**config.mk**
```make
export PLATFORM = sky130hd
export DESIGN_NAME = mem_bus_ctrl
export DESIGN_NICKNAME = d
export VERILOG_FILES = /design/src/rtl/mem_bus_ctrl_pkg.sv /design/src/rtl/mem_bus_ctrl_lane_align.sv /design/src/rtl/mem_bus_ctrl.sv
export SDC_FILE = /design/constraint.sdc
export NUM_CORES = 1
export LEC_CHECK = 0
export CAP_MARGIN = 20
export CORE_AREA = 2 2 184 186
export DETAILED_ROUTE_END_ITERATION = 8
export DIE_AREA = 0 0 186 188
export PLACE_DENSITY = 0.74
export RECOVER_POWER = 50
export SYNTH_ARGS = -nofsm -noshare
export SYNTH_HDL_FRONTEND = slang
export SYNTH_SLANG_ARGS = --single-unit
```
**constraint.sdc**
```tcl
create_clock -name clk -period 15.2 [get_ports clk]
set_clock_uncertainty 0.05 [all_clocks]
set_input_delay 2.28 -clock clk [delete_from_list [all_inputs] [get_ports clk]]
set_output_delay 2.28 -clock clk [all_outputs]
set_load 0.005 [all_outputs]
```
**src/rtl/mem_bus_ctrl_pkg.sv**
```systemverilog
// rtl/mem_bus_ctrl_pkg.sv - shared encodings for the Mem-stage data bus bridge
package mem_bus_ctrl_pkg;

    // Controller states
    typedef enum logic [1:0] {
        MBC_IDLE = 2'd0,
        MBC_REQ  = 2'd1,
        MBC_RSP  = 2'd2,
        MBC_DONE = 2'd3
    } mbc_state_t;

    // Access size codes, identical to the low two bits of funct3
    localparam logic [1:0] SZ_B = 2'd0;
    localparam logic [1:0] SZ_H = 2'd1;
    localparam logic [1:0] SZ_W = 2'd2;
    localparam logic [1:0] SZ_D = 2'd3;

    // Opcodes of the instructions this block serves
    localparam logic [6:0] OPC_LOAD  = 7'b0000011;
    localparam logic [6:0] OPC_STORE = 7'b0100011;

    // Store size arrives as the Mem stage one-hot write mask; unknown codes fall back to a byte
    function automatic logic [1:0] onehot_to_size(input logic [3:0] i_oh);
        logic [1:0] w_sz;
        case (i_oh)
            4'b1000: w_sz = SZ_D;
            4'b0100: w_sz = SZ_W;
            4'b0010: w_sz = SZ_H;
            default: w_sz = SZ_B;
        endcase
        return w_sz;
    endfunction

endpackage

```
**src/rtl/mem_bus_ctrl_lane_align.sv**
```systemverilog
// rtl/mem_bus_ctrl_lane_align.sv - byte strobes, misalign detect and lane shifts for one access
module mem_lane_align
    import mem_bus_ctrl_pkg::*;
#(
    parameter int DATA_W = 64
) (
    input  logic [1:0]        i_size,
    input  logic [2:0]        i_offset,
    input  logic [DATA_W-1:0] i_wdata,
    input  logic [DATA_W-1:0] i_rdata,
    output logic [7:0]        o_strb,
    output logic              o_misalign,
    output logic [DATA_W-1:0] o_wdata,
    output logic [DATA_W-1:0] o_rdata
);

    logic [7:0]  w_mask;
    logic [2:0]  w_align;
    logic [15:0] w_wide;
    logic [5:0]  w_shift;

    // Size to byte mask and natural-alignment mask; shifting into 16 bits exposes lane overflow
    always_comb begin
        w_mask  = 8'h01;
        w_align = 3'b000;
        case (i_size)
            SZ_B: begin w_mask = 8'h01; w_align = 3'b000; end
            SZ_H: begin w_mask = 8'h03; w_align = 3'b001; end
            SZ_W: begin w_mask = 8'h0F; w_align = 3'b011; end
            SZ_D: begin w_mask = 8'hFF; w_align = 3'b111; end
            default: begin w_mask = 8'h01; w_align = 3'b000; end
        endcase
        w_wide     = {8'h00, w_mask} << i_offset;
        w_shift    = {i_offset, 3'b000};
        o_strb     = w_wide[7:0];
        o_misalign = (|w_wide[15:8]) | (|(i_offset & w_align));
        o_wdata    = i_wdata << w_shift;
        o_rdata    = i_rdata >> w_shift;
    end

endmodule

```
**src/rtl/mem_bus_ctrl.sv**
```systemverilog
// rtl/mem_bus_ctrl.sv - bridges Mem-stage loads/stores onto a valid/ready data bus
module mem_bus_ctrl
    import mem_bus_ctrl_pkg::*;
#(
    parameter int ADDR_W  = 64,
    parameter int DATA_W  = 64,
    parameter int TIMEOUT = 255
) (
    input  logic              clk,
    input  logic              rst,
    input  logic              LoadIn,
    input  logic              StoreIn,
    input  logic [ADDR_W-1:0] RaddrIn,
    input  logic [ADDR_W-1:0] WaddrIn,
    input  logic [DATA_W-1:0] WdataIn,
    input  logic [3:0]        SizeIn,
    input  logic [2:0]        Funct3In,
    output logic [DATA_W-1:0] RdataOut,
    output logic              StallOut,
    output logic              ErrOut,
    output logic              BusReqValid,
    input  logic              BusReqReady,
    output logic              BusReqWrite,
    output logic [ADDR_W-1:0] BusReqAddr,
    output logic [DATA_W-1:0] BusReqWdata,
    output logic [7:0]        BusReqStrb,
    input  logic              BusRspValid,
    input  logic [DATA_W-1:0] BusRspData,
    input  logic              BusRspErr
);

    localparam int CNT_W = (TIMEOUT < 2) ? 1 : $clog2(TIMEOUT + 1);

    mbc_state_t        r_state;
    mbc_state_t        w_next;
    logic [ADDR_W-1:0] r_addr;
    logic              r_write;
    logic [1:0]        r_size;
    logic [DATA_W-1:0] r_wdata;
    logic [DATA_W-1:0] r_rdata;
    logic [7:0]        r_strb;
    logic              r_err;
    logic [CNT_W-1:0]  r_cnt;

    logic              w_start;
    logic [ADDR_W-1:0] w_in_addr;
    logic [1:0]        w_in_size;
    logic [1:0]        w_al_size;
    logic [2:0]        w_al_off;
    logic [7:0]        w_strb;
    logic              w_misalign;
    logic [DATA_W-1:0] w_wdata_sh;
    logic [DATA_W-1:0] w_rdata_sh;
    logic              w_timeout;
    logic              w_unused;

    // Sign/zero-extension is done upstream, so the unsigned bit of funct3 is not needed here
    assign w_unused = Funct3In[2];

    // A simultaneous load and store is served as the store
    assign w_start   = LoadIn | StoreIn;
    assign w_in_addr = StoreIn ? WaddrIn : RaddrIn;
    assign w_in_size = StoreIn ? onehot_to_size(SizeIn) : Funct3In[1:0];

    // The aligner looks at the incoming access in IDLE and at the latched one afterwards
    assign w_al_size = (r_state == MBC_IDLE) ? w_in_size      : r_size;
    assign w_al_off  = (r_state == MBC_IDLE) ? w_in_addr[2:0] : r_addr[2:0];

    mem_lane_align #(.DATA_W(DATA_W)) u_align (
        .i_size     (w_al_size),
        .i_offset   (w_al_off),
        .i_wdata    (WdataIn),
        .i_rdata    (BusRspData),
        .o_strb     (w_strb),
        .o_misalign (w_misalign),
        .o_wdata    (w_wdata_sh),
        .o_rdata    (w_rdata_sh)
    );

    assign w_timeout = (TIMEOUT != 0) && (r_cnt == CNT_W'(TIMEOUT - 1));

    // State register
    always_ff @(posedge clk or posedge rst) begin
        if (rst) r_state <= MBC_IDLE;
        else     r_state <= w_next;
    end

    // Next state plus stall/valid; stall is combinational in IDLE so the first cycle is held
    always_comb begin
        w_next      = r_state;
        StallOut    = 1'b0;
        BusReqValid = 1'b0;
        case (r_state)
            MBC_IDLE: begin
                StallOut = w_start;
                if (w_start) w_next = w_misalign ? MBC_DONE : MBC_REQ;
            end
            MBC_REQ: begin
                StallOut    = 1'b1;
                BusReqValid = 1'b1;
                if (BusReqReady) w_next = MBC_RSP;
            end
            MBC_RSP: begin
                StallOut = 1'b1;
                if (BusRspValid || w_timeout) w_next = MBC_DONE;
            end
            MBC_DONE: w_next = MBC_IDLE;
            default:  w_next = MBC_IDLE;
        endcase
    end

    // Request latch, response capture, error pulse and RSP wait counter
    always_ff @(posedge clk or posedge rst) begin
        if (rst) begin
            r_addr  <= '0;
            r_write <= 1'b0;
            r_size  <= SZ_B;
            r_wdata <= '0;
            r_rdata <= '0;
            r_strb  <= '0;
            r_err   <= 1'b0;
            r_cnt   <= '0;
        end else begin
            case (r_state)
                MBC_IDLE: begin
                    r_err <= 1'b0;
                    if (w_start) begin
                        r_addr  <= w_in_addr;
                        r_write <= StoreIn;
                        r_size  <= w_in_size;
                        r_wdata <= w_wdata_sh;
                        r_strb  <= w_strb;
                        if (w_misalign) begin
                            r_err   <= 1'b1;
                            r_rdata <= '0;
                        end
                    end
                end
                MBC_REQ: begin
                    if (BusReqReady) r_cnt <= '0;
                end
                MBC_RSP: begin
                    r_cnt <= r_cnt + 1'b1;
                    if (BusRspValid) begin
                        r_rdata <= r_write ? '0 : w_rdata_sh;
                        r_err   <= BusRspErr;
                    end else if (w_timeout) begin
                        r_rdata <= '0;
                        r_err   <= 1'b1;
                    end
                end
                default: r_err <= 1'b0;
            endcase
        end
    end

    assign RdataOut    = r_rdata;
    assign ErrOut      = r_err;
    assign BusReqWrite = r_write;
    assign BusReqAddr  = {r_addr[ADDR_W-1:3], 3'b000};
    assign BusReqWdata = r_wdata;
    assign BusReqStrb  = r_strb;

endmodule

```
==> flow_metrics.tcl, run 1 <==
set metrics [dict create \
    hold_buffers 0 \
    synth.distinct_cells 53 \
    synthXorXnorAreaFrac_pct 0.425 \
    timing.final.ws_setup_ns 7.09 \
    synth_mux_area_share_pct 21.2 \
    ant_nets 0 \
    synth_edf_count 0 \
    dpl-instance-area_mm2 0.0168 \
    ys_seq_elements 214 \
    dr.pass1.iters 5 \
    multi_input_comb_area_mm2 0.00609 \
    async_flop_share_pct 100 \
    worstHoldPathType "flip-flop to flip-flop" \
    port_buffers 469 \
    clk_pin_slew_ns 0.06 \
    via_per_inst 5.38 \
    place.gp.congestion 0.931 \
    synth.most_common_cell "dfrtp_1" \
    synth_adder_area_share_pct 0.608 \
    max-cap-violations 4 \
    maxSlewViolCount 259 \
    die_w_um 186 \
    r2r-start "r_state[0]$_DFFE_PP0P_" \
    ios 474 \
    status "finished with violations" \
    nNetsFinal 1877 \
    grt_pass1_wl_mm 67.3 \
    die-area_mm2 0.0350 \
    dpl.hpwl_mm 33.6 \
    fin_tns_setup_ns 0 \
    drc 0 \
    track_usage_pct 25.1 \
    start_util_pct 37.3 \
    grt_antenna_before_repair 1 \
    reg2reg_depth 9 \
    power_density_mw_per_mm2 192 \
    seq_area_frac_synth_pct 43.4 \
    synth_top_area_share_pct 43.4 \
    avgRoutedWirePerCell_um 22.0 \
    synthTopCellsByArea "dfrtp_1 (43%), mux2i_1 (15%), nand2_1 (5.7%)" \
    fillers 2921 \
    synthSimpleGateAreaFrac_pct 11.1 \
    clock_latency_ns 0.54 \
    rsz0062_at_grt "no" \
    wl_mm 45.5 \
    critPathLaunch "rst" \
    synthToLayoutAreaGrowth_pct 43.4 \
    num_rows 67 \
    rr_endpoint "RdataOut[14]$_DFFE_PP0P_" \
    worstHoldStart "BusReqWdata[62]$_DFFE_PP0P_" \
    syn_area_mm2 0.0124 \
    h-tree-depth 1 \
    fmax_ghz 0.123 \
    worstHoldEndpoint "BusReqWdata[62]$_DFFE_PP0P_" \
    clockRootBuffer "clkbuf_16" \
    syn_inst 1239 \
    worst_hold_path.num_cells 2 \
    cts_setup_buffers 0 \
    fin_area_mm2 0.0177 \
    worstPathRequired_ns 15.00 \
    tightest_slew_ns 4.29 \
    drive_gt1_share_pct 6.86 \
    synthTopCellsByCount "dfrtp_1 (214), nand2_1 (189), mux2i_1 (179)" \
    place_ws_ns 8.69 \
    peakVddDrop_v 0.000184 \
    cts_tree "done" \
    clock-sinks 214 \
    cts_resized 0 \
    arrival_ns 7.90 \
    synth_top_family_by_area "multiplexers" \
    grt_pass1_vias 10957 \
    post-route-min-period_ns 8.11 \
    relSlewSlack_pct -188 \
    hold_slack_ns 0.415 \
    grt_max_degree 98 \
    tritoncts.num_buffers 25 \
    ctsLongestPathBuffers 3 \
    synth_ff_type "dfrtp_1" \
    violations "capacitance limit, slew limit" \
    critical_path_class "primary input to async pin" \
    leakagePower_nw 8.43 \
    ys_warn_count 0 \
    vias 11112 \
    overflow 0 \
    die-height_um 188 \
    finalCritPeriodShare_pct 53.3 \
    yosysTopAreaCell "dfrtp_1" \
    initialDrtViolationCount 918 \
    end_kind "async pin" \
    setup_viol 0 \
    critPathLaunchType "primary input" \
    finalHoldViolations 0 \
    avgSynthCellArea_um2 9.97 \
    coreArea_mm2 0.0331 \
    ff2ff_setup_slack_ns 11.00 \
    antennaDiodeCount 0 \
    ff_latch_area_mm2 0.00536 \
    synth-compound-area-share_pct 15.5 \
    path_max_fanout 92 \
]
==> metal layers <==
layer	GRT usage (%)	up-vias	share of wire (%)
li1	-	5124	-
met1	33.8	5297	42
met2	40.3	582	46
met3	4.72	107	8.3
met4	8.60	2	3.7
met5	0	-	0.029
==> final cells by class <==
| class | instances | share of cell area, % |
|---|---|---|
| timing repair buffer | 482 | 27.0 |
| clock buffer | 36 | 4.27 |
| multi-input combinational | 870 | 34.3 |
| tap | 448 | 3.16 |
| inverter | 8 | 0.177 |
| sequential | 214 | 30.2 |
| clock inverter | 9 | 0.854 |
==> state kept, by name (all words and copies together) (netlist names) <==
signal	count
BusReqStrb	8
BusReqWdata	64
BusReqWrite	1
ErrOut	1
RdataOut	64
r_addr	64
r_cnt	8
r_size	2
r_state	2
==> where the power goes <==
group	leakage (nW)	internal [mW]	switching (mW)
Sequential	2.80	0.778	0.111
Clock	0.448	0.412	0.253
Combinational	5.18	0.824	1.03
==> cell usage in the layout, fill, tap and decap left out, drive strengths merged, types with 3 or more instances in the layout <==
| master | count |
|---|---|
| o22ai | 12 |
| a21o | 5 |
| xor2 | 4 |
| a2bb2oi | 15 |
| mux2 | 72 |
| o2bb2ai | 16 |
| nand4 | 12 |
| clkdlybuf4s50 | 282 |
| dlygate4sd3 | 186 |
| nand2 | 191 |
| a32o | 8 |
| inv | 8 |
| a22o | 25 |
| dfrtp | 214 |
| clkbuf | 39 |
| conb | 3 |
| o21ai | 108 |
| a21oi | 14 |
| and3 | 10 |
| o32ai | 7 |
| nor2 | 83 |
| a32oi | 8 |
| ha | 6 |
| clkinv | 3 |
| nor3 | 3 |
| nand3 | 19 |
| a21bo | 8 |
| bufinv | 4 |
| buf | 11 |
| a221oi | 7 |
| mux2i | 180 |
| a22oi | 35 |
==> worst max path at each step <==
stage                                   to  slack (ns)  cells after the start
2_1_floorplan    BusReqStrb[0]$_DFFE_PP0P_        7.02                      1
3_5_place_dp                      StallOut        8.69                      6
6_report        BusReqWdata[3]$_DFFE_PP0P_        7.09                      3
3_3_place_gp                      StallOut        8.71                      6
5_1_grt        BusReqWdata[33]$_DFFE_PP0P_        5.97                      3
4_1_cts                           StallOut        8.68                      6
==> through the flow <==
stage / std cells / power (mW) / util (%)
detailed placement: 2022 / 2.81 / 50.8
global route: 2067 / 3.63 / 53.5
global placement: 2022 / 2.77 / 50.8
floorplan: 1241 / 2.14 / -
CTS: 2067 / 3.49 / 53.6
finish: 2067 / 3.41 / 53.5
==> critical path, stage by stage <==
cell           delay (ns)
dlygate4sd3_1        0.55
clkinvlp_2           2.38
clkbuf_1             2.62
==> kinds of logic after synthesis <==
kind of cell    Yosys count
other cells               1
mux                     252
simple gates            327
fa+ha+maj                 6
xor+xnor                  6
buf+inv                 157
compound gates          276
flops                   214
Note: power is estimated with default switching activity, not from simulation.
==> inputs of run 2 (changes only) <==
- CORE_AREA: 2 2 184 186 -> 2 2 185 187
- DIE_AREA: 0 0 186 188 -> 0 0 187 189
- PLACE_DENSITY: 0.74 -> 0.73
- clock period: 15.2 -> 8.1 ns (I/O delays scaled with it)
==> run 2 against run 1 <==
The run still ends with capacitance limit, slew limit left. Critical path depth rose by 4. Wire length decreased by 1.0%. Sequential share of layout area grew 0.13 points. Utilization fell by 0.51 points. First-iteration DRC count shrank 12%. Sequential cell count did not move. Sequential power is 88% higher. Via count is 1.2% lower. Global-route usage down 0.49 points. Largest cell class unchanged.
==> flow_metrics.tcl, run 2 (same netlist as run 1, synthesis figures left out) <==
set metrics [dict create \
    grt_max_degree 122 \
    nNetsFinal 1879 \
    final_common_cell "clkdlybuf4s50_1" \
    grt_antenna_before_repair 2 \
    finalCritPeriodShare_pct 71.6 \
    status "finished with violations" \
    crit_chain "buf_4 -> clkbuf_1 -> o22ai_2 -> o21ai_1 -> nand3_4 -> nand2_4 -> mux2_2" \
    ctsLongestPathBuffers 3 \
    cts_resized 0 \
    vias 10982 \
    power_density_mw_per_mm2 356 \
    finalHoldViolations 0 \
    r2r-start "r_state[0]$_DFFE_PP0P_" \
    final_cell_mix "clkdlybuf4s50_1 (314), dfrtp_1 (214), nand2_1 (189)" \
    worstPathRequired_ns 8.46 \
    fmax_ghz 0.172 \
    relSlewSlack_pct -244 \
    num_rows 67 \
    ff2ff_setup_slack_ns 4.22 \
    synthToLayoutAreaGrowth_pct 42.8 \
    final_cells 2069 \
    avgRoutedWirePerCell_um 21.7 \
    worstHoldPathType "flip-flop to flip-flop" \
    cts_tree "done" \
    max-cap-violations 2 \
    place.gp.congestion 0.920 \
    ant_nets 0 \
    post-route-min-period_ns 5.80 \
    wl_mm 45.0 \
    dp.cells 2024 \
    initialDrtViolationCount 807 \
    worstHoldEndpoint "BusReqWdata[62]$_DFFE_PP0P_" \
    clock-sinks 214 \
    worstHoldStart "BusReqWdata[62]$_DFFE_PP0P_" \
    grt_pass1_vias 11034 \
    hold_buffers 0 \
    grt_pass1_wl_mm 68.1 \
    clockRootBuffer "clkbuf_16" \
    track_usage_pct 24.6 \
    end_kind "flip-flop" \
    drc 0 \
    rsz0062_at_grt "no" \
    path_max_fanout 64 \
    via_per_inst 5.31 \
    arrival_ns 6.17 \
    critical_path_class "primary input to flip-flop" \
    reg2reg_depth 10 \
    port_buffers 469 \
    overflow 0 \
    maxSlewViolCount 151 \
    clk_pin_slew_ns 0.06 \
    hold_slack_ns 0.407 \
    die_w_um 187 \
    violations "capacitance limit, slew limit" \
    p_total_mw 6.28 \
    peakVddDrop_v 0.000270 \
    tritoncts.num_buffers 25 \
    die-height_um 189 \
    fin_util_pct 53.0 \
    dpl.hpwl_mm 33.2 \
    max_stage_delay_ns 2.06 \
    start_util_pct 37.1 \
    crit_path_top_delay_cell "clkbuf_1" \
    leakagePower_nw 8.31 \
    dr.pass1.iters 5 \
    fillers 2984 \
    coreArea_mm2 0.0333 \
    drive_gt1_share_pct 6.73 \
    ios 474 \
    setup_viol 0 \
    h-tree-depth 1 \
    critPathLaunchType "primary input" \
    fin_tns_setup_ns 0 \
    rr_endpoint "RdataOut[11]$_DFFE_PP0P_" \
    cts_setup_buffers 0 \
    clock_latency_ns 0.54 \
    tightest_slew_ns 5.13 \
    die-area_mm2 0.0353 \
    worst_hold_path.num_cells 2 \
]
## run 2: cell type report
type	instances	area, um^2	area share, %
Clock buffer	36	717	4.06
Multi-Input combinational cell	870	6090	34.5
Inverter	8	31.3	0.177
Antenna cell	2	5.00	0.0284
Timing Repair Buffer	484	4800	27.2
Tap cell	448	561	3.18
Sequential cell	214	5360	30.4
Clock inverter	7	85.1	0.482
## run 2: critical path: cells and delay by family
| family | cells | cell delay, ns |
|---|---|---|
| and+or+nand+nor | 2 | 0.84 |
| muxes | 1 | 0.41 |
| buffers and inverters | 2 | 2.52 |
| AOI/OAI and AO/OA | 2 | 1.09 |
## run 2: per-stage QoR
stage               instance area [um^2]  setup slack [ns]
floorplan                          12400             0.984
global placement                   16800              2.98
detailed placement                 16800              2.97
CTS                                17600              3.53
global route                       17600              1.98
finish                             17600              2.30
## run 2: metal layers
layer / wire, um / track usage (%) / vias up
met5: 0 / 0 / -
met4: 1970 / 9.89 / 0
met3: 3340 / 4.67 / 102
met2: 20600 / 39.6 / 539
met1: 19100 / 32.6 / 5217
li1: - / - / 5124
## run 2: worst max path at each step
| stage | start | endpoint | slack [ns] |
|---|---|---|---|
| after floorplan | rst | BusReqStrb[0]$_DFFE_PP0P_ | 0.98 |
| after global placement | StoreIn | RdataOut[12]$_DFFE_PP0P_ | 2.98 |
| after detailed placement | StoreIn | RdataOut[12]$_DFFE_PP0P_ | 2.97 |
| after CTS | StoreIn | RdataOut[12]$_DFFE_PP0P_ | 3.53 |
| after global routing | StoreIn | RdataOut[13]$_DFFE_PP0P_ | 1.98 |
| final | StoreIn | RdataOut[14]$_DFFE_PP0P_ | 2.30 |
## run 2: where the power goes
group | switching (mW) | internal [mW] | leakage, nW
Combinational | 1.90 | 1.56 | 5.11
Clock | 0.467 | 0.673 | 0.399
Sequential | 0.210 | 1.46 | 2.80
Total | 2.58 | 3.70 | 8.31
==> inputs of run 3 (changes only) <==
- CORE_AREA: 2 2 185 187 -> 2 2 182 184
- DIE_AREA: 0 0 187 189 -> 0 0 184 186
- PLACE_DENSITY: 0.73 -> 0.78
- clock period: 8.1 -> 4.8 ns (I/O delays scaled with it)
==> run 3 against run 2 <==
Design area is 0.43% higher. Highest routed layer is now met5. The run still ends with capacitance limit, slew limit left. First-iteration DRC count is 0.99% higher. Clock-buffer cell count is 2 higher. Non-clock buffer count is 1 higher. Cell count is 1.8% lower. Power is 73% higher. Combinational power is 73% higher.
==> flow_metrics.tcl, run 3 (same netlist as run 1, synthesis figures left out) <==
set metrics [dict create \
    worstPathRequired_ns 4.03 \
    grt_util_met3_pct 5.22 \
    synthToLayoutAreaGrowth_pct 43.4 \
    track_usage_pct 25.6 \
    grt_util_met2_pct 42.0 \
    grt_pass1_vias 11043 \
    initialDrtViolationCount 815 \
    clk_pin_slew_ns 0.06 \
    finalHoldViolations 0 \
    globalRoute.busiestLayer "met2" \
    grt_pass1_wl_mm 67.5 \
    post-route-min-period_ns 3.91 \
    start_util_pct 38.4 \
    dr.pass1.iters 6 \
    ant_nets 0 \
    pwr-share-seq_pct 26.0 \
    dpl.hpwl_mm 33.7 \
    final_common_cell "clkdlybuf4s50_1" \
    finalCritPeriodShare_pct 81.5 \
    path_max_fanout 16 \
    die_w_um 184 \
    num_rows 66 \
    fmax_ghz 0.256 \
    use_met1_pct 34.0 \
    max-cap-violations 3 \
    power.net_switching_mw 4.42 \
    p_int_mw 6.46 \
    cts_tree "done" \
    clkPwrFrac_pct 18.9 \
    h-tree-depth 1 \
    grt_antenna_before_repair 2 \
    status "finished with violations" \
    combinationalPowerShare_pct 55.0 \
    end_kind "output pin" \
    cts_setup_buffers 0 \
    grt_max_degree 189 \
    switching_share_pct 40.6 \
    ios 474 \
    rsz0062_at_grt "no" \
    final_cell_mix "clkdlybuf4s50_1 (378), dfrtp_1 (214), nand2_1 (189)" \
    ctsLongestPathBuffers 3 \
    place.gp.congestion 0.942 \
    violations "capacitance limit, slew limit" \
    critPathLaunchType "flip-flop" \
    maxSlewViolCount 215 \
    cts_resized 0 \
    wl_mm 45.6 \
    clock-sinks 214 \
    die-height_um 186 \
    via_per_inst 5.47 \
    tritoncts.num_buffers 26 \
    relSlewSlack_pct -85.4 \
    power_density_mw_per_mm2 614 \
    p_total_mw 10.9 \
    tightest_slew_ns 2.78 \
    die-area_mm2 0.0342 \
    setup_viol 0 \
    coreArea_mm2 0.0322 \
    fin_tns_setup_ns 0 \
    clockRootBuffer "clkbuf_16" \
    drive_gt1_share_pct 7.21 \
    final_cells 2032 \
    leakagePower_nw 8.24 \
    clock_latency_ns 0.55 \
    arrival_ns 3.14 \
    port_buffers 469 \
    nNetsFinal 1881 \
    overflow 0 \
    hold_buffers 0 \
    dp.cells 1985 \
    worstHoldPathType "flip-flop to flip-flop" \
    critical_path_class "flip-flop to output pin" \
    peakVddDrop_v 0.000442 \
    vias 11123 \
    avgRoutedWirePerCell_um 22.4 \
    drc 0 \
]
## run 3: layer usage
| layer | part of all wire, % | wire (um) |
|---|---|---|
| met1 | 41 | 18800 |
| met2 | 47 | 21600 |
| met3 | 8.2 | 3730 |
| met4 | 3.1 | 1420 |
| met5 | 0.029 | 13 |
## run 3: critical path, cell delays in order (launching register included)
cell and delay (ns):
dfrtp_1 0.42, inv_1 0.09, ha_1 0.49, buf_4 0.33, nor2b_1 0.44, nor2_1 0.10
nor2_1 0.11, clkdlybuf4s50_1 0.61
## run 3: cell type report
class,count,area [um^2]
Sequential cell,214,5360
Clock inverter,8,96.3
Timing Repair Buffer,485,4830
Fill cell,2806,14500
Multi-Input combinational cell,870,6090
Inverter,8,31.3
Tap cell,408,510
Clock buffer,38,807
Antenna cell,1,2.50
## run 3: power groups by stage
stage / sequential (mW) / clock [mW] / combinational (mW)
4_1_cts: 2.84 / 2.11 / 6.06
6_report: 2.83 / 2.06 / 5.99
5_1_grt: 2.91 / 2.18 / 6.45
2_1_floorplan: 2.82 / 0 / 3.97
3_5_place_dp: 2.86 / 0 / 6.04
3_3_place_gp: 2.84 / 0 / 5.93
## run 3: final timing paths
path | slack (ns) | from | cells after the start | endpoint
max | 0.89 | r_state[1]$_DFFE_PP0P_ | 7 | StallOut
min | 0.41 | BusReqWdata[48]$_DFFE_PP0P_ | 2 | BusReqWdata[48]$_DFFE_PP0P_
max reg2reg | 1.05 | r_state[1]$_DFFE_PP0P_ | 8 | RdataOut[46]$_DFFE_PP0P_
min reg2reg | 0.41 | BusReqWdata[48]$_DFFE_PP0P_ | 2 | BusReqWdata[48]$_DFFE_PP0P_
max in group asynchronous | 1.25 | rst | 3 | RdataOut[54]$_DFFE_PP0P_
min in group asynchronous | 0.50 | rst | 2 | BusReqWdata[59]$_DFFE_PP0P_
## run 3: stage by stage
stage	hold slack, ns	instance area (um^2)	utilization (%)	worst slack [ns]
final	0.413	17700	55.0	0.888
after global routing	0.445	17700	55.0	0.650
after CTS	0.370	17700	55.1	0.843
after detailed placement	0.405	16800	52.3	0.733
after global placement	0.402	16800	52.3	0.783
after floorplan	0.401	12400	-	1.25
